--- src/rtl/larpix_scoreboard_if.sv ---
// Bus bundle for the LArPix scoreboard: tag/packet inputs plus the status and
// counter outputs. The stimulus side uses master and the scoreboard uses slave.
interface larpix_scoreboard_if #(
  parameter int DEPTH = 16,
  parameter int CNTW  = 16
) ();
  logic                       tag_valid;
  logic [63:0]                setTag;
  logic                       rx_valid;
  logic [63:0]                rx_packet;
  logic [CNTW-1:0]            match_count;
  logic [CNTW-1:0]            mismatch_count;
  logic [CNTW-1:0]            unexpected_count;
  logic [CNTW-1:0]            timeout_count;
  logic [$clog2(DEPTH):0]     fifo_level;
  logic                       overflow;
  logic                       error;

  modport master (
    output tag_valid, setTag, rx_valid, rx_packet,
    input  match_count, mismatch_count, unexpected_count, timeout_count,
           fifo_level, overflow, error
  );

  modport slave (
    input  tag_valid, setTag, rx_valid, rx_packet,
    output match_count, mismatch_count, unexpected_count, timeout_count,
           fifo_level, overflow, error
  );
endinterface

--- src/rtl/larpix_scoreboard.sv ---
// In-order scoreboard: expected {chip, channel} hits are queued in a FIFO and
// each incoming data packet is compared against the head entry. A head entry
// that waits too long is expired as a timeout.
module larpix_scoreboard #(
  parameter int DEPTH   = 16,
  parameter int TIMEOUT = 4096,
  parameter int CNTW    = 16
) (
  input  logic clk,
  input  logic reset_n,
  input  logic clear,
  larpix_scoreboard_if.slave bus
);
  localparam int AW   = $clog2(DEPTH);
  localparam int AGEW = $clog2(TIMEOUT) + 1;

  logic [13:0]     mem [DEPTH];
  logic [AW-1:0]   wr_ptr, rd_ptr;
  logic [AW:0]     level;
  logic [AGEW-1:0] age;
  logic [CNTW-1:0] match_q, mism_q, unexp_q, tmo_q;
  logic            ovf_q, err_q;

  logic        empty, full, data_pkt, hit, timeout_ev, pop, push, drop;
  logic [13:0] head, tag_entry, pkt_entry;
  logic        unused;

  // Only chip/channel of the tag and type/chip/channel of the packet matter.
  assign unused = ^{bus.setTag[63:14], bus.rx_packet[63:16]};

  function automatic logic [CNTW-1:0] sat_inc(input logic [CNTW-1:0] v);
    return (&v) ? v : v + 1'b1;
  endfunction

  // Event decode for this cycle: packet compare, timeout, push/pop/drop.
  always_comb begin
    empty      = (level == '0);
    full       = (level == (AW+1)'(DEPTH));
    data_pkt   = bus.rx_valid && (bus.rx_packet[1:0] == 2'b01);
    head       = mem[rd_ptr];
    tag_entry  = {bus.setTag[7:0], bus.setTag[13:8]};
    pkt_entry  = {bus.rx_packet[9:2], bus.rx_packet[15:10]};
    hit        = (pkt_entry == head);
    // A data packet in the expiry cycle wins over the timeout.
    timeout_ev = !empty && !data_pkt && (age == AGEW'(TIMEOUT - 1));
    pop        = (data_pkt && !empty) || timeout_ev;
    // A full FIFO can still accept a tag when the head leaves this cycle.
    push       = bus.tag_valid && (!full || pop);
    drop       = bus.tag_valid && full && !pop;
  end

  // Entry storage; contents need no reset since level gates every read.
  always_ff @(posedge clk) begin
    if (push && !clear) mem[wr_ptr] <= tag_entry;
  end

  // Pointers, level, age, counters and sticky flags.
  always_ff @(posedge clk or negedge reset_n) begin
    if (!reset_n) begin
      wr_ptr  <= '0;
      rd_ptr  <= '0;
      level   <= '0;
      age     <= '0;
      match_q <= '0;
      mism_q  <= '0;
      unexp_q <= '0;
      tmo_q   <= '0;
      ovf_q   <= 1'b0;
      err_q   <= 1'b0;
    end else if (clear) begin
      wr_ptr  <= '0;
      rd_ptr  <= '0;
      level   <= '0;
      age     <= '0;
      match_q <= '0;
      mism_q  <= '0;
      unexp_q <= '0;
      tmo_q   <= '0;
      ovf_q   <= 1'b0;
      err_q   <= 1'b0;
    end else begin
      if (push) wr_ptr <= wr_ptr + 1'b1;
      if (pop)  rd_ptr <= rd_ptr + 1'b1;
      if (push && !pop)      level <= level + 1'b1;
      else if (pop && !push) level <= level - 1'b1;
      age <= (pop || empty) ? '0 : age + 1'b1;
      if (data_pkt && empty) unexp_q <= sat_inc(unexp_q);
      if (data_pkt && !empty && hit)  match_q <= sat_inc(match_q);
      if (data_pkt && !empty && !hit) mism_q  <= sat_inc(mism_q);
      if (timeout_ev) tmo_q <= sat_inc(tmo_q);
      if (drop) ovf_q <= 1'b1;
      if (drop || timeout_ev || (data_pkt && (empty || !hit))) err_q <= 1'b1;
    end
  end

  assign bus.match_count      = match_q;
  assign bus.mismatch_count   = mism_q;
  assign bus.unexpected_count = unexp_q;
  assign bus.timeout_count    = tmo_q;
  assign bus.fifo_level       = level;
  assign bus.overflow         = ovf_q;
  assign bus.error            = err_q;
endmodule

--- src/flat_wrapper.sv ---
// flat-port wrapper written by rule: the top's interface ports become plain ports
module larpix_scoreboard_flat 
#(
  parameter int DEPTH   = 16,
  parameter int TIMEOUT = 4096,
  parameter int CNTW    = 16
)
  (clk, reset_n, clear, bus_tag_valid, bus_setTag, bus_rx_valid, bus_rx_packet, bus_match_count, bus_mismatch_count, bus_unexpected_count, bus_timeout_count, bus_fifo_level, bus_overflow, bus_error);
  larpix_scoreboard_if #(.DEPTH(DEPTH), .CNTW(CNTW)) bus_i ();
  input  logic clk;
  input  logic reset_n;
  input  logic clear;
  input wire logic [$bits(bus_i.tag_valid)-1:0] bus_tag_valid;
  input wire logic [$bits(bus_i.setTag)-1:0] bus_setTag;
  input wire logic [$bits(bus_i.rx_valid)-1:0] bus_rx_valid;
  input wire logic [$bits(bus_i.rx_packet)-1:0] bus_rx_packet;
  output wire logic [$bits(bus_i.match_count)-1:0] bus_match_count;
  output wire logic [$bits(bus_i.mismatch_count)-1:0] bus_mismatch_count;
  output wire logic [$bits(bus_i.unexpected_count)-1:0] bus_unexpected_count;
  output wire logic [$bits(bus_i.timeout_count)-1:0] bus_timeout_count;
  output wire logic [$bits(bus_i.fifo_level)-1:0] bus_fifo_level;
  output wire logic [$bits(bus_i.overflow)-1:0] bus_overflow;
  output wire logic [$bits(bus_i.error)-1:0] bus_error;
  assign bus_i.tag_valid = bus_tag_valid;
  assign bus_i.setTag = bus_setTag;
  assign bus_i.rx_valid = bus_rx_valid;
  assign bus_i.rx_packet = bus_rx_packet;
  assign bus_match_count = bus_i.match_count;
  assign bus_mismatch_count = bus_i.mismatch_count;
  assign bus_unexpected_count = bus_i.unexpected_count;
  assign bus_timeout_count = bus_i.timeout_count;
  assign bus_fifo_level = bus_i.fifo_level;
  assign bus_overflow = bus_i.overflow;
  assign bus_error = bus_i.error;
  larpix_scoreboard #(.DEPTH(DEPTH), .TIMEOUT(TIMEOUT), .CNTW(CNTW)) u_core (.clk(clk), .reset_n(reset_n), .clear(clear), .bus(bus_i));
endmodule
--- config.mk ---
export PLATFORM = sky130hd
export DESIGN_NAME = larpix_scoreboard_flat
export DESIGN_NICKNAME = d
export VERILOG_FILES = /design/src/rtl/larpix_scoreboard_if.sv /design/src/rtl/larpix_scoreboard.sv /design/src/flat_wrapper.sv
export SDC_FILE = /design/constraint.sdc
export NUM_CORES = 1
export LEC_CHECK = 0
export ABC_AREA = 1
export CELL_PAD_IN_SITES_DETAIL_PLACEMENT = 1
export CELL_PAD_IN_SITES_GLOBAL_PLACEMENT = 1
export CORE_MARGIN = 2
export CORE_UTILIZATION = 38
export CTS_CLUSTER_SIZE = 24
export DETAILED_ROUTE_END_ITERATION = 10
export PLACE_DENSITY_LB_ADDON = 0.2
export SLEW_MARGIN = 20
export SYNTH_ARGS = -nofsm -noshare
export SYNTH_HDL_FRONTEND = slang
export SYNTH_SLANG_ARGS = --single-unit
export TNS_END_PERCENT = 10
--- constraint.sdc ---
create_clock -name clk -period 2.9 [get_ports clk]
set_input_delay 0.58 -clock clk [delete_from_list [all_inputs] [get_ports clk]]
set_output_delay 0.58 -clock clk [all_outputs]
set_load 0.05 [all_outputs]
==> After elaboration in Yosys (flattened, before gate mapping) <==
Memories as Yosys holds them, arrays and structs flattened.
Index checks and enable logic that the tools add are counted.
{ "op_classes": {"n_reduce_logical": 45, "shift": 0, "n_mux": 27, "n_div": 0, "order_cmp": 0, "n_eq_ne": 8, "bitwise_logic": 0, "addsub": 9, "multipliers": 0} }
{ "op_table": {"columns": ["operator", "count"], "rows": [
  ["$mux W16", 12],
  ["$add A16 B1 Y16 const B", 4],
  ["$reduce_and A16 Y1", 4],
  ["$mux W13", 2],
  ["$mux W4", 4],
  ["$reduce_bool A2 Y1", 8],
  ["$mux W5", 3],
  ["$eq A14 B14 Y1", 1],
  ["$logic_and A1 B1 Y1", 14],
  ["$add A13 B1 Y13 const B", 1],
  ["$eq A13 B12 Y1 const B", 1],
  ["$add A4 B1 Y4 const B", 2],
  ["$ne A2 B2 Y1 const B", 4],
  ["$reduce_and A2 Y1", 4],
  ["$logic_not A1 Y1", 7],
  ["$logic_or A1 B1 Y1", 6],
  ["$mux W1", 6],
  ["$add A5 B1 Y5 const B", 1],
  ["$eq A5 B5 Y1 const B", 1],
  ["$logic_not A5 Y1", 1],
  ["$sub A5 B1 Y5 const B", 1],
  ["$reduce_bool A3 Y1", 1],
  ["$eq A2 B1 Y1 const B", 1]
]} }
{ "word_totals": {"latch_bits": 0, "mem_count": 1, "ram_bits": 224, "register_bits": 92, "input_bits": 133, "rom_bits": 0, "output_inout_bits": 71, "wordCells": 100} }
{ "memory_table": {"columns": ["memory", "words", "word_bits", "rd", "rd_clocked_by_memory_dff", "wr", "line", "rtl"], "rows": [
  ["u_core.mem", 16, 14, 1, 0, 1, "larpix_scoreboard.sv:17", "logic [13:0] mem [DEPTH];"]
]} }

==> Depth between registers and ports, before layout <==
Gate-level depths: netlist (run 1).
{ "depth": {"depth_word": 13, "depth_mapped": 18, "ltp_nobuf": 16} }

==> Worst setup path before layout (run 1) <==
Ideal clock, no wire load.
{ "synth_timing": {"path_kind": "reg-to-reg", "start": "register u_core.level[0], in the netlist u_core.bus.fifo_level[0]", "end": "memory u_core.mem[13][0], enable pin", "path_slack_ns": -0.457, "setup_time_ns": 0.403, "t_required_ns": 2.497, "n_path_buf": 0, "stages_incl_launch_ff": 13, "t_arrival_ns": 2.954, "cell_sequence": "dfrtp_1 -> inv_1 -> nand4_1 -> inv_1 -> nand2_1 -> nand2_1 -> nor2_1 -> a21oi_1 -> nand3_1 -> nand2_1 -> nor2_1 -> inv_1 -> nor3_1"} }
{ "synth_between": {"elab_chain_len": 10, "elab_cells_between_ends": 13, "classes_between": "1 x eq/ne; 2 x mux; 10 x reduce/logical"} }
{ "synth_rtl": {"columns": ["element", "line", "rtl"], "rows": [
  ["start, declared", "larpix_scoreboard.sv:19", "logic [AW:0] level;"],
  ["start signal, assigned", "larpix_scoreboard.sv:84", "if (push && !pop) level <= level + 1'b1;"],
  ["start signal, assigned", "larpix_scoreboard.sv:85", "else if (pop && !push) level <= level - 1'b1;"],
  ["$logic_not A5 Y1", "larpix_scoreboard.sv:37", "empty = (level == '0);"],
  ["$logic_not A1 Y1", "larpix_scoreboard.sv:45, larpix_scoreboard.sv:46", null],
  ["$logic_and A1 B1 Y1 (2 in a row)", "larpix_scoreboard.sv:45", "timeout_ev = !empty && !data_pkt && (age == AGEW'(TIMEOUT - 1));"],
  ["$logic_or A1 B1 Y1", "larpix_scoreboard.sv:46", "pop = (data_pkt && !empty) || timeout_ev;"],
  ["$logic_or A1 B1 Y1 (*)", "larpix_scoreboard.sv:48", "push = bus.tag_valid && (!full || pop);"],
  ["$logic_and A1 B1 Y1 (*)", "larpix_scoreboard.sv:48", null],
  ["$logic_and A1 B1 Y1 (*)", "larpix_scoreboard.sv:54", "if (push && !clear) mem[wr_ptr] <= tag_entry;"],
  ["$mux W1 (*)", "larpix_scoreboard.sv:54", null],
  ["$mux W1 (implied by the code) (*)", "larpix_scoreboard.sv:54", null],
  ["end, declared", "larpix_scoreboard.sv:17", null]
]} }
Every way passes the cells marked *; elsewhere a longest branch is shown, timed or not.

==> Final worst setup path (run 1) <==
{ "layout_timing": {"start": "register u_core.age[0]", "end": "memory u_core.mem[9][8], enable pin"} }
{ "layout_between": {"elab_chain_len": 8} }
{ "layout_rtl": {"columns": ["element", "line", "rtl"], "rows": [
  ["start, declared", "larpix_scoreboard.sv:20", "logic [AGEW-1:0] age;"],
  ["start signal, assigned", "larpix_scoreboard.sv:86", "age <= (pop || empty) ? '0 : age + 1'b1;"],
  ["$eq A13 B12 Y1", "larpix_scoreboard.sv:45", null],
  ["$logic_and A1 B1 Y1", "larpix_scoreboard.sv:45", null],
  ["$logic_or A1 B1 Y1", "larpix_scoreboard.sv:46", null],
  ["$logic_or A1 B1 Y1", "larpix_scoreboard.sv:48", null],
  ["$logic_and A1 B1 Y1", "larpix_scoreboard.sv:48", null],
  ["$logic_and A1 B1 Y1", "larpix_scoreboard.sv:54", null],
  ["$mux W1", "larpix_scoreboard.sv:54", null],
  ["$mux W1 (implied by the code)", "larpix_scoreboard.sv:54", null]
]} }
Every way passes these cells.

==> summary.md, run 1 <==
| Metric | Value |
|---|---|
| Synth cell types | 40 |
| Top delay family on crit path | simple AND/OR/NAND/NOR gates |
| Number of global-route vias before repair | between 10000 and 15000 |
| Max-Cap Viols | 0 |
| CP cell instances | ha_2, nand2_2, nor2_2, nand4_1, nor2_2, nand2_2, nor2_4, a21oi_2, buf_4, nand3_2, nand2_2, nor2_4, clkinv_4, nor3_4, buf_6 |
| Chip Width | 202 um |
| Total CTS buffers | 37 |
| CTS tree | built |
| Die Y | 202 um |
| Share of cells above drive strength 1 | between 10% and 20% |
| Final period util | 95.4% |
| Placement Cell Area | 17200 sq um |
| First-pass GRT wire length | about 69000 um |
| Worst Path Required | between 3 and 4 ns |
| Static leakage | 7.45 nW |
| Crit-path max FO | 5 |
| RePlAce Congestion | 0.814 |
| Slew Limit Fails | 0 |
| CP bufs+invs | 3 |
| Worst Setup End Kind | flip-flop |
| Clk root buf | clkbuf_16 |
| CP most frequent cell | nand2_2 |
| Area growth syn-to-layout | 24.0% |
| Dpl hpwl | 29300 um |
| Cell count after synthesis | about 1600 |
| Core region area | 38600 sq um |
| Max VDD drop | about 0.00043 V |
| Pwr per Cell Area | 613 nW/um^2 |
| Post-route clock skew | 0.0205 ns |
| Clk sinks | roughly 320 |
| GRT overflow | 0 |
| Total wire length | 43800 um |
| TritonRoute pass-1 iters | 6 |
| Slack of the critical path | 0.133 ns |
| H-tree depth | 2 |
| Hold Crit Class | in -> async |
| Rel. slew slack | between 50 and 60% |
| Fin Setup TNS | 0 ns |
| Minimum clock period after layout | between 2 and 3 ns |
| Register area | 9030 sq um |
| Final Util | 47.7% |
| Clock Latency Late Sink | around 0.55 ns |
| Sequential area share after synthesis | between 60% and 70% |
| Slowest stage cell, crit path | nor3_4 |
| Design Area, Final | ~18000 sq um |
| Via count | 11700 |
| Drt wl/cell | roughly 19 um |
| Multi-input logic area | 5160 sq um |
| Worst reg2reg startpoint | u_core.age[0]$_DFF_PN0_ |
| Hold Vio Cnt, Final | 0 |
| GRT Util Overall | between 20% and 30% |
| Clk buf depth | 3 |
| Clock transition at the registers of the reported paths | 0.06 ns |
| Routed Antenna Nets | 0 |
| Arr. time, crit path | around 3 ns |
| Upper clock frequency limit | 0.361 GHz |
| Crit Path Class | reg -> reg |
| Syn_area_per_cell | 9.40 sq um |
| Worst-Margin Slew | between 0.7 and 0.8 ns |
| Register bit total from synthesis | 316 |
| Initial Utilization | 38.5% |
| DRC viols | 0 |
| Drt first-iter violations | ~570 |
| I/O Pins | 204 |
| Via density | 5.09 |
| Pin count of the biggest net entering global routing | 53 |
| Synth warnings | 0 |
| Antenna violations before repair | 2 |
| Final setup violation count | 0 |
| Synth Cell Area | around 15000 sq um |
| Die Area | 40700 sq um |
| Worst slack at placement | -0.286 ns |
| Net Count, Synth | 1730 |
| Fill cells | 4393 |
| Startpoint types | flip-flop |
| Max stage delay on crit path | 0.38 ns |
| Status | completed |
| Cell Rows | 72 |
| Setup crit start | u_core.age[0]$_DFF_PN0_ |
| Port Buffers | 105 |
| Nets | roughly 1900 |
-- synth_stat cells (all sizes together) --
master / n / area (sq um)
nor3: 26 / 130
and3: 4 / 25.0
dfrtp: 92 / 2300
nor4: 7 / 43.8
a211oi: 1 / 7.51
nand3: 160 / 806
a21o: 1 / 7.51
o21ai: 42 / 210
nand2: 490 / 1850
xor2: 39 / 342
a31oi: 2 / 12.5
xnor2: 10 / 87.6
clkbuf: 23 / 86.3
nor4b: 1 / 8.76
o21a: 2 / 15.0
nand3b: 4 / 30.0
ha: 14 / 175
a2111oi: 1 / 8.76
inv: 137 / 514
a21oi: 36 / 180
o31ai: 14 / 105
buf: 38 / 223
a221oi: 1 / 8.76
or2: 1 / 6.26
a41oi: 1 / 8.76
edfxtp: 224 / 6730
nand4: 31 / 194
fa: 1 / 20.0
nor2: 168 / 654
o211ai: 6 / 45.0
nor3b: 5 / 37.5
-- final timing paths --
path                                                            endpoint  slack [ns]  cells after the start
worst max-delay path                          u_core.mem[9][8]$_DFFE_PP_        0.13                     15
worst min-delay path            u_core.bus.mismatch_count[8]$_DFFE_PN0P_         0.1                      1
worst max register to register                u_core.mem[9][8]$_DFFE_PP_        0.13                     15
worst min register to register                  u_core.age[12]$_DFF_PN0_        0.51                      1
max in group asynchronous                        u_core.age[7]$_DFF_PN0_        2.03                      2
min in group clk                            u_core.wr_ptr[0]$_DFFE_PN0P_        0.45                      4
-- cells by family after synthesis --
kind of cell / after synthesis / share of synthesized area [%]
adders and majority gates: 15 / 1.31
DFF: 316 / 60.7
AOI/OAI and AO/OA: 107 / 4.10
xor gates and xnor gates: 49 / 2.89
and+or+nand+nor: 897 / 25.4
buffers and inverters: 198 / 5.54
-- sequential cells by signal, summed over array words and instances, names as in the netlist --
signal	count
u_core.bus.unexpected_count	16
u_core.bus.mismatch_count	16
u_core.bus.error	1
u_core.wr_ptr	4
u_core.bus.fifo_level	5
u_core.bus.match_count	16
u_core.rd_ptr	4
u_core.bus.overflow	1
u_core.bus.timeout_count	16
u_core.mem	224
u_core.age	13
-- power by group --
part | internal, mW | total (mW) | switching [mW]
sequential | 4.97 | 5.06 | 0.0959
combinational | 0.656 | 1.88 | 1.22
clock | 2.46 | 4.37 | 1.91
-- layout make-up --
type | instances | share of cell area, %
diodes | 1 | 0.0136
clock buffers | 45 | 5.18
clock inverters | 21 | 0.882
inverters | 137 | 2.86
multi-input cells | 1068 | 28.0
flip-flops and latches | 316 | 49.0
well taps | 518 | 3.52
repair buffers | 194 | 10.5
-- through the flow --
stage / cells / power, mW / hold WS (ns)
floorplan: 1582 / 6.19 / 0.284
global placement: 2225 / 6.88 / 0.441
detailed placement: 2225 / 6.96 / 0.473
CTS: 2291 / 11.4 / 0.127
global route: 2299 / 11.8 / 0.149
finish: 2300 / 11.3 / 0.0972
-- cells in the final DEF (no fill, tap or decap), types with 4 or more instances in the layout --
| cell | netlist | final |
|---|---|---|
| dfrtp_1 | 92 | 91 |
| ha_1 | 14 | 13 |
| and3_1 | 4 | 4 |
| nand3b_1 | 4 | 4 |
| nor2_1 | 164 | 157 |
| nor3_1 | 26 | 14 |
| nor4_1 | 7 | 7 |
| clkinv_2 | 0 | 9 |
| nand2_1 | 487 | 482 |
| o21ai_0 | 40 | 40 |
| o211ai_1 | 6 | 6 |
| buf_12 | 0 | 18 |
| inv_1 | 134 | 133 |
| nor3b_1 | 5 | 5 |
| xor2_1 | 39 | 39 |
| clkdlybuf4s50_1 | 0 | 103 |
| nand4_1 | 31 | 31 |
| o31ai_1 | 14 | 14 |
| nor2_4 | 0 | 4 |
| nor2_2 | 3 | 6 |
| clkbuf_1 | 23 | 8 |
| clkinv_1 | 0 | 4 |
| a21oi_1 | 36 | 34 |
| edfxtp_1 | 224 | 224 |
| nor3_2 | 0 | 10 |
| nand3_1 | 159 | 157 |
| clkbuf_16 | 0 | 37 |
| xnor2_1 | 10 | 10 |
| nand2_2 | 3 | 7 |
| buf_4 | 10 | 70 |
-- metal layers --
layer	vias to the layer above	GRT usage, %	share of wire [%]
met5	-	0	0.030
met4	2	4.44	1.4
met3	46	3.76	3.9
met2	199	38.8	51
met1	5855	27.6	44
li1	5598	-	-
-- worst reg2reg max path, cell delays in order, from the launching register on --
cell and delay [ns]:
dfrtp_1 0.35, ha_2 0.19, nand2_2 0.06, nor2_2 0.12
nand4_1 0.12, nor2_2 0.19, nand2_2 0.09, nor2_4 0.13
a21oi_2 0.05, buf_4 0.15, nand3_2 0.07, nand2_2 0.07
nor2_4 0.19, clkinv_4 0.09, nor3_4 0.38, buf_6 0.22
-- what timing repair did --
| action | 4_1_cts | 5_1_grt |
|---|---|---|
| gates cloned | 0 | 1 |
| setup buffers | 0 | 7 |
| setup endpoints to repair | 174 | 246 |
| resized for setup | 7 | 25 |
| pin swaps | 0 | 6 |
| hold buffers | 0 | 0 |
No activity file was read; power rests on OpenSTA's default activity.
==> run 2, diff against run 1 <==
--- a/config.mk
+++ b/config.mk
@@ -8,11 +8,12 @@
 export ABC_AREA = 1
 export CELL_PAD_IN_SITES_DETAIL_PLACEMENT = 1
 export CELL_PAD_IN_SITES_GLOBAL_PLACEMENT = 1
-export CORE_MARGIN = 2
 export CORE_UTILIZATION = 38
 export CTS_CLUSTER_SIZE = 24
 export DETAILED_ROUTE_END_ITERATION = 10
 export PLACE_DENSITY_LB_ADDON = 0.2
+export RECOVER_POWER = 25
+export REMOVE_ABC_BUFFERS = 1
 export SLEW_MARGIN = 20
 export SYNTH_ARGS = -nofsm -noshare
 export SYNTH_HDL_FRONTEND = slang
==> run 2 against run 1 <==
  * The run now ends with design-rule violations, max-capacitance violations, max-slew violations left
  * Sequential power hardly changed
  * Sequential share of layout area is 0.12 points lower
  * Final area up 0.25%
  * Global-route usage is 0.51 points lower
  * Die area shrank 2.0%
  * Sequential cell count unchanged
  * Hold slack got worse by 0.060 ns
  * Combinational power down 2%
  * Clock power increased by 3%
  * Worst setup slack got worse by 0.026 ns
  * Critical path type unchanged
==> summary.md, run 2 (synthesis results as in run 1) <==
| Metric | Value |
|---|---|
| Status | finished, violations left |
| Violated checks | design-rule violations, max-capacitance violations, max-slew violations |
| Reg2Reg Depth | 15 |
| CP bufs+invs | 3 |
| Flop-to-flop setup slack | 0.11 ns |
| Pwr per Cell Area | 617 nW/um^2 |
| Arr. time, crit path | 3.03 ns |
| Switching Power | 3.11 mW |
| Setup crit start | u_core.age[0]$_DFF_PN0_ |
| Hold Buf Count CTS | 0 |
| Startpoint types | flip-flop |
| Rel. slew slack | -34.3% |
| Die Y | roughly 200 um |
| Clk root buf | clkbuf_16 |
| Die Area | 39900 sq um |
| Final setup violation count | 0 |
| Core region area | roughly 39000 sq um |
| Clock Latency Late Sink | 0.53 ns |
| Antenna violations before repair | 0 |
| Routed Antenna Nets | 0 |
| Grt met2 use | a little over a third |
| Gr busiest metal | met2 |
| Placed cell count | 2220 |
| Worst reg2reg path endpoint | u_core.mem[10][11]$_DFFE_PP_ |
| First-pass GRT wire length | roughly 66000 um |
| Worst reg2reg startpoint | u_core.age[0]$_DFF_PN0_ |
| DRC viols | 1 |
| Nets | about 1900 |
| Commonest cells after routing, fill and taps aside | 481 x nand2_1, 224 x edfxtp_1, 158 x nand3_1 |
| Minimum clock period after layout | about 2.8 ns |
| CTS tree | built |
| Max VDD drop | roughly 0.00042 V |
| H-tree depth | 2 |
| GRT Util Overall | 21.2% |
| Hold WS | 0.0369 ns |
| Via count | 11600 |
| Critical Path End | u_core.mem[10][11]$_DFFE_PP_ |
| Clock Power Share | ~40% |
| Comb pwr share | 16.1% |
| Drt first-iter violations | around 520 |
| Cell Rows | 72 |
| Upper clock frequency limit | between 0.3 and 0.4 GHz |
| Fill cells | 4313 |
| Clock transition at the registers of the reported paths | 0.06 ns |
| Worst Path Required | 3.14 ns |
| Initial Utilization | 38.5% |
| Hold Vio Cnt, Final | 0 |
| Pin count of the biggest net entering global routing | 53 |
| Total power | 11.4 mW |
| Internal power | between 8 and 9 mW |
| Clk buf depth | 3 |
| Static leakage | 7.49 nW |
| Worst Setup End Kind | flip-flop |
| Max FFs per register | about 220 |
| Post-route clock skew | between 0.015 and 0.02 ns |
| Slew Limit Fails | 35 |
| Total wire length | 41100 um |
| Top reg by flops | u_core.mem |
| Sw Ratio | about 27% |
| Slowest stage cell, crit path | dfrtp_1 |
| Total CTS buffers | 37 |
| Chip Width | 200 um |
| Area growth syn-to-layout | 24.3% |
| Hold Crit Class | in -> async |
| Cell count along the critical path | 15 |
| Layout Cells excl Fill | between 2000 and 2500 |
| I/O Pins | ~200 |
| Final period util | a little under 100% |
| RePlAce Congestion | 0.830 |
| Share of cells above drive strength 1 | roughly a tenth |
| Max stage delay on crit path | 0.37 ns |
| Top delay family on crit path | simple AND/OR/NAND/NOR gates |
| GRT overflow | 0 |
| Drt wl/cell | between 15 and 20 um |
| Crit Path Class | reg -> reg |
| Max-Cap Viols | 1 |
| Via density | 5.05 |
| CP cell instances | ha_2, nand2_2, nor2_4, nand4_1, nor2_2, nand2_2, nor2_4, a21oi_2, buf_6, nand3_2, nand2_2, nor2_4, inv_8, nor3_4, buf_6 |
| Clk sinks | 316 |
| Worst-Margin Slew | 2.01 ns |
| TritonRoute pass-1 iters | 7 |
| Flop pwr share | 44.4% |
| Global Route met1 Usage | between 20% and 30% |
| Crit-path max FO | 8 |
| Commonest non-fill, non-tap cell in the layout | nand2_1 |
| Met3 Track Usage GR | under 10% |
| Dpl hpwl | 28000 um |
| N_diodes | 0 |
| Number of global-route vias before repair | 12300 |
| Port Buffers | 105 |
## run 2: cell types whose count changed in the layout (fill, tap and decap cells not counted), sizes merged
cell           before  now
buf                91   81
bufinv              1    3
clkbuf             45   52
clkdlybuf4s50     103   96
clkinv             16   11
clkinvlp            3    0
diode               1    0
dlygate4sd3         0    7
## run 2: final cells by class
type,count,area [sq um],share of cell area [%]
Multi-Input combinational cell,1068,5220,28.2
Clock buffer,48,1010,5.46
Inverter,137,522,2.82
Sequential cell,316,9030,48.9
Clock inverter,15,151,0.819
Tap cell,518,648,3.51
Timing Repair Buffer,188,1900,10.3
## run 2: layer usage
layer	wire length [um]	vias to the layer above
li1	-	5606
met1	18400	5734
met2	20200	181
met3	1860	53
met4	710	0
met5	0	-
## run 2: timing repair
item | CTS | global route
endpoints found under the setup margin | 168 | 259
cloned | 0 | 1
hold endpoints to repair | 0 | 0
buffers inserted | 0 | 6
gates resized for setup | 5 | 46
pin swaps | 0 | 7
## run 2: worst min path at each step
stage,start,to,slack (ns),cells after the start
3_3_place_gp,u_core.age[0]$_DFF_PN0_,u_core.age[0]$_DFF_PN0_,0.44,1
2_1_floorplan,reset_n,u_core.age[0]$_DFF_PN0_,0.28,0
4_1_cts,reset_n,u_core.bus.mismatch_count[4]$_DFFE_PN0P_,0.04,1
5_1_grt,reset_n,u_core.bus.mismatch_count[8]$_DFFE_PN0P_,0.06,1
3_5_place_dp,u_core.age[0]$_DFF_PN0_,u_core.age[0]$_DFF_PN0_,0.46,1
6_report,reset_n,u_core.bus.mismatch_count[4]$_DFFE_PN0P_,0.04,1
## run 2: metrics by stage
step	utilization [%]	setup WS [ns]	setup TNS (ns)	instance area [sq um]
finish	47.8	0.107	0	18500
global route	47.8	-0.0812	-0.459	18500
CTS	47.3	-0.0164	-0.296	18300
detailed placement	44.3	-0.280	-34.44	17100
global placement	44.3	-0.219	-19.27	17100
floorplan	-	-2.09	-134.84	14600
## run 2: power by group through the flow
| stage | clock (mW) | combinational, mW | sequential [mW] |
|---|---|---|---|
| 6_report | 4.51 | 1.84 | 5.07 |
| 5_1_grt | 4.78 | 2.05 | 5.08 |
| 4_1_cts | 4.63 | 1.79 | 5.07 |
| 3_5_place_dp | 0 | 1.77 | 5.15 |
| 3_3_place_gp | 0 | 1.71 | 5.15 |
| 2_1_floorplan | 0 | 0.790 | 5.34 |
==> run 3, diff against run 2 <==
--- a/config.mk
+++ b/config.mk
@@ -18,4 +18,3 @@
 export SYNTH_ARGS = -nofsm -noshare
 export SYNTH_HDL_FRONTEND = slang
 export SYNTH_SLANG_ARGS = --single-unit
-export TNS_END_PERCENT = 10
==> run 3 against run 2 <==
  * The run still ends with design-rule violations, max-capacitance violations, max-slew violations left
  * Clock skew is essentially flat
  * Combinational power is essentially flat
  * Via count grew 0.11%
  * Die area is the same
  * Cell count is essentially flat
  * Global-route usage is the same
  * Sequential share of layout area shrank 0.069 points
  * Count of clock-buffer cells in the layout is the same
  * Wire length grew 0.76%
  * Critical endpoint unchanged
==> summary.md, run 3 (synthesis results as in run 1) <==
| Metric | Value |
|---|---|
| Status | finished, violations left |
| Violated checks | design-rule violations, max-capacitance violations, max-slew violations |
| Commonest non-fill, non-tap cell in the layout | nand2_1 |
| Initial Utilization | 38.5% |
| Static leakage | 7.50 nW |
| Crit-path max FO | 8 |
| Clk buf depth | 3 |
| Top reg by flops | u_core.mem |
| Total wire length | a little over 40000 um |
| Drt first-iter violations | 511 |
| Rel. slew slack | -33.0% |
| TritonRoute pass-1 iters | 7 |
| Critical Path End | u_core.mem[10][11]$_DFFE_PP_ |
| Nets | 1897 |
| Max VDD drop | 0.000417 V |
| Reg2Reg Depth | 15 |
| First-pass GRT wire length | 65700 um |
| Upper clock frequency limit | 0.359 GHz |
| Drt wl/cell | 18.1 um |
| Pin count of the biggest net entering global routing | 53 |
| Dpl hpwl | 28000 um |
| Final period util | 96.1% |
| Flop-to-flop setup slack | 0.11 ns |
| Clk sinks | between 300 and 400 |
| Total power | 11.4 mW |
| CTS tree | built |
| Worst reg2reg startpoint | u_core.age[0]$_DFF_PN0_ |
| Max-Cap Viols | 1 |
| I/O Pins | 204 |
| DRC viols | 1 |
| Share of cells above drive strength 1 | 9.87% |
| Hold Crit Class | in -> async |
| Met3 Track Usage GR | 3.98% |
| Worst slack at placement | -0.280 ns |
| CP cell instances | ha_2, nand2_2, nor2_4, nand4_1, nor2_2, nand2_2, nor2_4, a21oi_2, buf_6, nand3_2, nand2_2, nor2_4, inv_8, nor3_4, buf_6 |
| Total CTS buffers | 37 |
| Setup crit start | u_core.age[0]$_DFF_PN0_ |
| Gr busiest metal | met2 |
| Commonest cells after routing, fill and taps aside | 481 x nand2_1, 224 x edfxtp_1, 158 x nand3_1 |
| Clk root buf | clkbuf_16 |
| Pwr per Cell Area | 617 nW/um^2 |
| Startpoint types | flip-flop |
| Slew Limit Fails | 35 |
| Slack of the critical path | 0.114 ns |
| Minimum clock period after layout | 2.79 ns |
| Core region area | 38600 sq um |
| H-tree depth | 2 |
| Hold Vio Cnt, Final | 0 |
| Clock Latency Late Sink | 0.52 ns |
| Worst-Margin Slew | 1.99 ns |
| Final setup violation count | 0 |
| GRT overflow | 0 |
| Cell Rows | 72 |
| Clock transition at the registers of the reported paths | 0.06 ns |
| Chip Width | around 200 um |
| Global Route met1 Usage | approximately 28% |
| Fill cells | 4308 |
| Arr. time, crit path | slightly above 3 ns |
| Hold WS | 0.0329 ns |
| Cell count along the critical path | 15 |
| GRT Util Overall | 21.2% |
| Antenna violations before repair | 0 |
| N_diodes | 0 |
| Crit Path Class | reg -> reg |
| Slowest stage cell, crit path | dfrtp_1 |
| Port Buffers | 105 |
| Via density | approximately 5.1 |
| Routed Antenna Nets | 0 |
| Area growth syn-to-layout | 24.5% |
| Number of global-route vias before repair | 12300 |
| Die Area | 39900 sq um |
| Max FFs per register | 224 |
| Via count | about 12000 |
| Worst Setup End Kind | flip-flop |
| Worst Path Required | about 3.1 ns |
| Die Y | 200 um |
| Top delay family on crit path | simple AND/OR/NAND/NOR gates |
| Max stage delay on crit path | 0.37 ns |
| Worst reg2reg path endpoint | u_core.mem[10][11]$_DFFE_PP_ |
| CP bufs+invs | 3 |
| Grt met2 use | 36.0% |
| RePlAce Congestion | 0.830 |
| Post-route clock skew | 0.0176 ns |
==> run 3: what timing repair did <==
action | 4_1_cts | 5_1_grt
cloned | 0 | 2
resized for setup | 6 | 46
hold buffers | 0 | 0
buffers inserted | 0 | 6
pin swaps | 0 | 8
endpoints found under the setup margin | 168 | 259
==> run 3: worst register-to-register path: cells and delay by family, from the launching register on <==
kind / cells / cell delay [ns]
and+or+nand+nor: 10 / 1.46
buffers and inverters: 3 / 0.44
DFF: 1 / 0.37
adders and majority gates: 1 / 0.20
AOI/OAI and AO/OA: 1 / 0.05
==> run 3: how the worst min path moves through the flow <==
stage	cells past startpoint	start	end	slack (ns)
2_1_floorplan	0	reset_n	u_core.age[0]$_DFF_PN0_	0.28
5_1_grt	1	reset_n	u_core.bus.mismatch_count[8]$_DFFE_PN0P_	0.06
4_1_cts	1	reset_n	u_core.bus.mismatch_count[4]$_DFFE_PN0P_	0.04
6_report	1	reset_n	u_core.bus.mismatch_count[4]$_DFFE_PN0P_	0.03
3_3_place_gp	1	u_core.age[0]$_DFF_PN0_	u_core.age[0]$_DFF_PN0_	0.44
3_5_place_dp	1	u_core.age[0]$_DFF_PN0_	u_core.age[0]$_DFF_PN0_	0.46
==> run 3: where the power goes <==
part	switching [mW]	total, mW	internal [mW]
sequential	0.0991	5.07	4.97
combinational	1.22	1.85	0.631
clock	1.79	4.51	2.71
total	3.11	11.4	8.31
==> run 3: metrics by stage <==
step / utilization, % / cells / setup TNS (ns) / instance area, sq um
final: 47.9 / 2291 / 0 / 18500
after global routing: 47.9 / 2291 / -0.428 / 18500
after CTS: 47.3 / 2283 / 0 / 18300
after detailed placement: 44.3 / 2220 / -34.44 / 17100
after global placement: 44.3 / 2220 / -19.27 / 17100
after floorplan: - / 1521 / -134.84 / 14600
==> run 3: area by class of cell <==
type                       count  area [sq um]  area share (%)
inverter                     137           522            2.82
sequential                   316          9030            48.8
clock inverter                15           151           0.818
multi-input combinational   1068          5220            28.2
tap                          518           648            3.50
timing repair buffer         189          1920            10.4
clock buffer                  48          1010            5.46
==> run 3: per-layer routing <==
metal | share of wire (%) | routed length (um)
met3 | 4.6 | 1900
met4 | 1.6 | 673
met2 | 49 | 20200
met1 | 45 | 18700
met5 | 0 | 0
==> RTL edit, RTL diff (settings of run 1) <==
`CNTW` is set to 16 in 3 places; all go to 8.
--- a/src/rtl/larpix_scoreboard_if.sv
+++ b/src/rtl/larpix_scoreboard_if.sv
@@ -2,7 +2,7 @@
 // counter outputs. The stimulus side uses master and the scoreboard uses slave.
 interface larpix_scoreboard_if #(
   parameter int DEPTH = 16,
-  parameter int CNTW  = 16
+  parameter int CNTW  = 8
 ) ();
   logic                       tag_valid;
   logic [63:0]                setTag;
--- a/src/rtl/larpix_scoreboard.sv
+++ b/src/rtl/larpix_scoreboard.sv
@@ -4,7 +4,7 @@
 module larpix_scoreboard #(
   parameter int DEPTH   = 16,
   parameter int TIMEOUT = 4096,
-  parameter int CNTW    = 16
+  parameter int CNTW    = 8
 ) (
   input  logic clk,
   input  logic reset_n,
--- a/src/flat_wrapper.sv
+++ b/src/flat_wrapper.sv
@@ -3,7 +3,7 @@
 #(
   parameter int DEPTH   = 16,
   parameter int TIMEOUT = 4096,
-  parameter int CNTW    = 16
+  parameter int CNTW    = 8
 )
   (clk, reset_n, clear, bus_tag_valid, bus_setTag, bus_rx_valid, bus_rx_packet, bus_match_count, bus_mismatch_count, bus_unexpected_count, bus_timeout_count, bus_fifo_level, bus_overflow, bus_error);
   larpix_scoreboard_if #(.DEPTH(DEPTH), .CNTW(CNTW)) bus_i ();
Ports: changed (resized bus_match_count, bus_mismatch_count, bus_timeout_count and bus_unexpected_count); port bits go from 204 to 172. The function was not compared with the original's and may differ.
==> RTL edit against run 1 <==
Routed wire length down 20%. Area after synthesis shrank 13%. Sequential cell count is 32 lower. Cell count is 18% lower. Design area decreased by 14%. Combinational power fell by 8%. Power fell by 8.6%. Count of clock-buffer cells in the layout shrank 12. Sequential power down 8.7%. Clock power down 8.7%. Worst setup slack improved by 0.050 ns. Non-clock buffer count shrank 55. Critical path depth is 2 lower. Critical endpoint is now u_core.mem[1][7]. Largest cell class unchanged. Largest power group unchanged.
==> RTL edit: results (changes against run 1) <==
stage,metric,value,unit,change
pwr,worst vdd ir,0.439,mV,+1.7%
min_path,Hold Path Class,in2async,,
clock_tree,H-tree depth,1,,-1
critical_path,"slowest stage delay, CP",0.37,ns,
logic_synthesis,Compound-Gate Fraction of Synth Area,3.19,%,-0.91 points
status,outcome,finished clean,,
drt,DR pass1 iterations,6,,unchanged
layout,top flop regs,"u_core.mem (224), u_core.age (13)",,
logic_synthesis,Synth area leaders,"edfxtp_1, nand2_1, dfrtp_1",,
drt,Routed wire per std cell,18.5,um,-2.9%
logic_synthesis,distinct cell type count after synthesis,46,,+15%
logic_synthesis,register area share after synthesis,63.6,%,+2.9 points
sta,worst slew pin tran,0.825,ns,+0.0887 ns
logic_synthesis,Syn Nets,1446,,-16%
logic_synthesis,Async SR Flop Fraction,21.1,%,-8.0 points
critical_path,R2R cell count,13,,-2
sta,final worst clock skew,0.0170,ns,-0.00352 ns
clock_tree,Clock Tree Buf Depth,3,,unchanged
logic_synthesis,Synth top cells by count,"nand2_1, edfxtp_1, nor2_1",,
layout,share of cells above drive strength 1,11.6,%,+1.1 points
grt,first-pass GRT wire length,55.7,mm,-19%
critical_path,CP max stage cell,dfrtp_1,,
placement,port buffer count,73,,-30%
critical_path,Setup crit start,u_core.age[0],,
grt,Total GRT Usage,20.1,%,-1.6 points
critical_path,"CP delay by family, top",simple AND/OR/NAND/NOR gates,,
placement,GPL Wtd Cong,0.794,,-2.4%
grt,vias in the first global route,10100,,-19%
drt,initial DRC count,393,,-31%
logic_synthesis,post-synthesis mux area share,0,%,unchanged
logic_synthesis,synthesized-area fraction occupied by adder cells,1.51,%,+0.20 points
logic_synthesis,XOR/XNOR Fraction of Synth Area,1.35,%,-1.5 points
placement,post-detail-place hpwl,22.5,mm,-23%
pwr,P_int,7.52,mW,-7.0%
critical_path,R2R Path End,u_core.mem[1][7],,
grt,initial antenna violation count,1,,-1
clock_tree,CTS Buf Count,31,,-16%
pwr,Leak,6.45,nW,-13%
grt,largest net degree at the start of global routing,61,,+15%
layout,nets,1568,,-18%
critical_path,crit-path max FO,8,,+3
drt,vias per cell,4.99,,-1.9%
critical_path,crit path DAT,2.98,ns,-0.02 ns
critical_path,Reg2Reg Setup Slack,0.18,ns,+0.05 ns
==> RTL edit: power groups by stage <==
stage	combinational, mW	clock (mW)	sequential, mW
floorplan	0.874	0	4.85
global route	1.93	4.23	4.64
detailed placement	1.70	0	4.69
finish	1.73	3.99	4.62
CTS	1.72	4.06	4.61
global placement	1.64	0	4.69
==> RTL edit: worst max-delay path by stage <==
stage	cells past startpoint	end
floorplan	9	u_core.mem[13][0]
CTS	13	u_core.mem[1][3]
global route	13	u_core.mem[1][0]
finish	13	u_core.mem[1][7]
detailed placement	11	u_core.mem[1][7]
global placement	11	u_core.mem[1][7]
==> RTL edit: kinds of logic (layout without fill, tap and decap cells) <==
group,count (synthesis),in the layout
XOR/XNOR,20,20
AO/OA/AOI/OAI,76,76
flip-flops,284,284
adder cells (fa/ha/maj),15,15
other,0,2
buffers and inverters,162,308
AND/OR/NAND/NOR,741,741
==> RTL edit: layout make-up <==
cell class	count	area [um2]
Fill cell	3722	17700
Inverter	112	425
Sequential cell	284	8230
Clock inverter	24	245
Antenna cell	2	5.00
Timing Repair Buffer	139	1460
Tap cell	448	561
Clock buffer	33	783
Multi-Input combinational cell	852	4120
==> RTL edit: metal layers <==
metal	track usage, %	wire, um
met1	26.1	15700
met2	35.8	17600
met3	2.55	1060
met4	4.51	629
met5	0	0
==> RTL edit: repair_timing <==
action                     CTS  global route
setup endpoints to repair   52           235
gates cloned                 0             0
pin swaps                    0             6
resized for setup            1            28
setup buffers                0             4
==> RTL edit: stage by stage <==
stage | hold slack [ns] | setup WS, ns | area, um2 | instances | setup TNS, ns
after floorplan | 0.284 | -0.342 | 12900 | 1298 | -44.91
after global placement | 0.440 | -0.168 | 14600 | 1831 | -8.77
after detailed placement | 0.451 | -0.197 | 14600 | 1831 | -16.47
after CTS | 0.223 | 0.0412 | 15700 | 1888 | 0
after global routing | 0.255 | -0.0273 | 15800 | 1893 | -0.320
final | 0.194 | 0.183 | 15800 | 1894 | 0
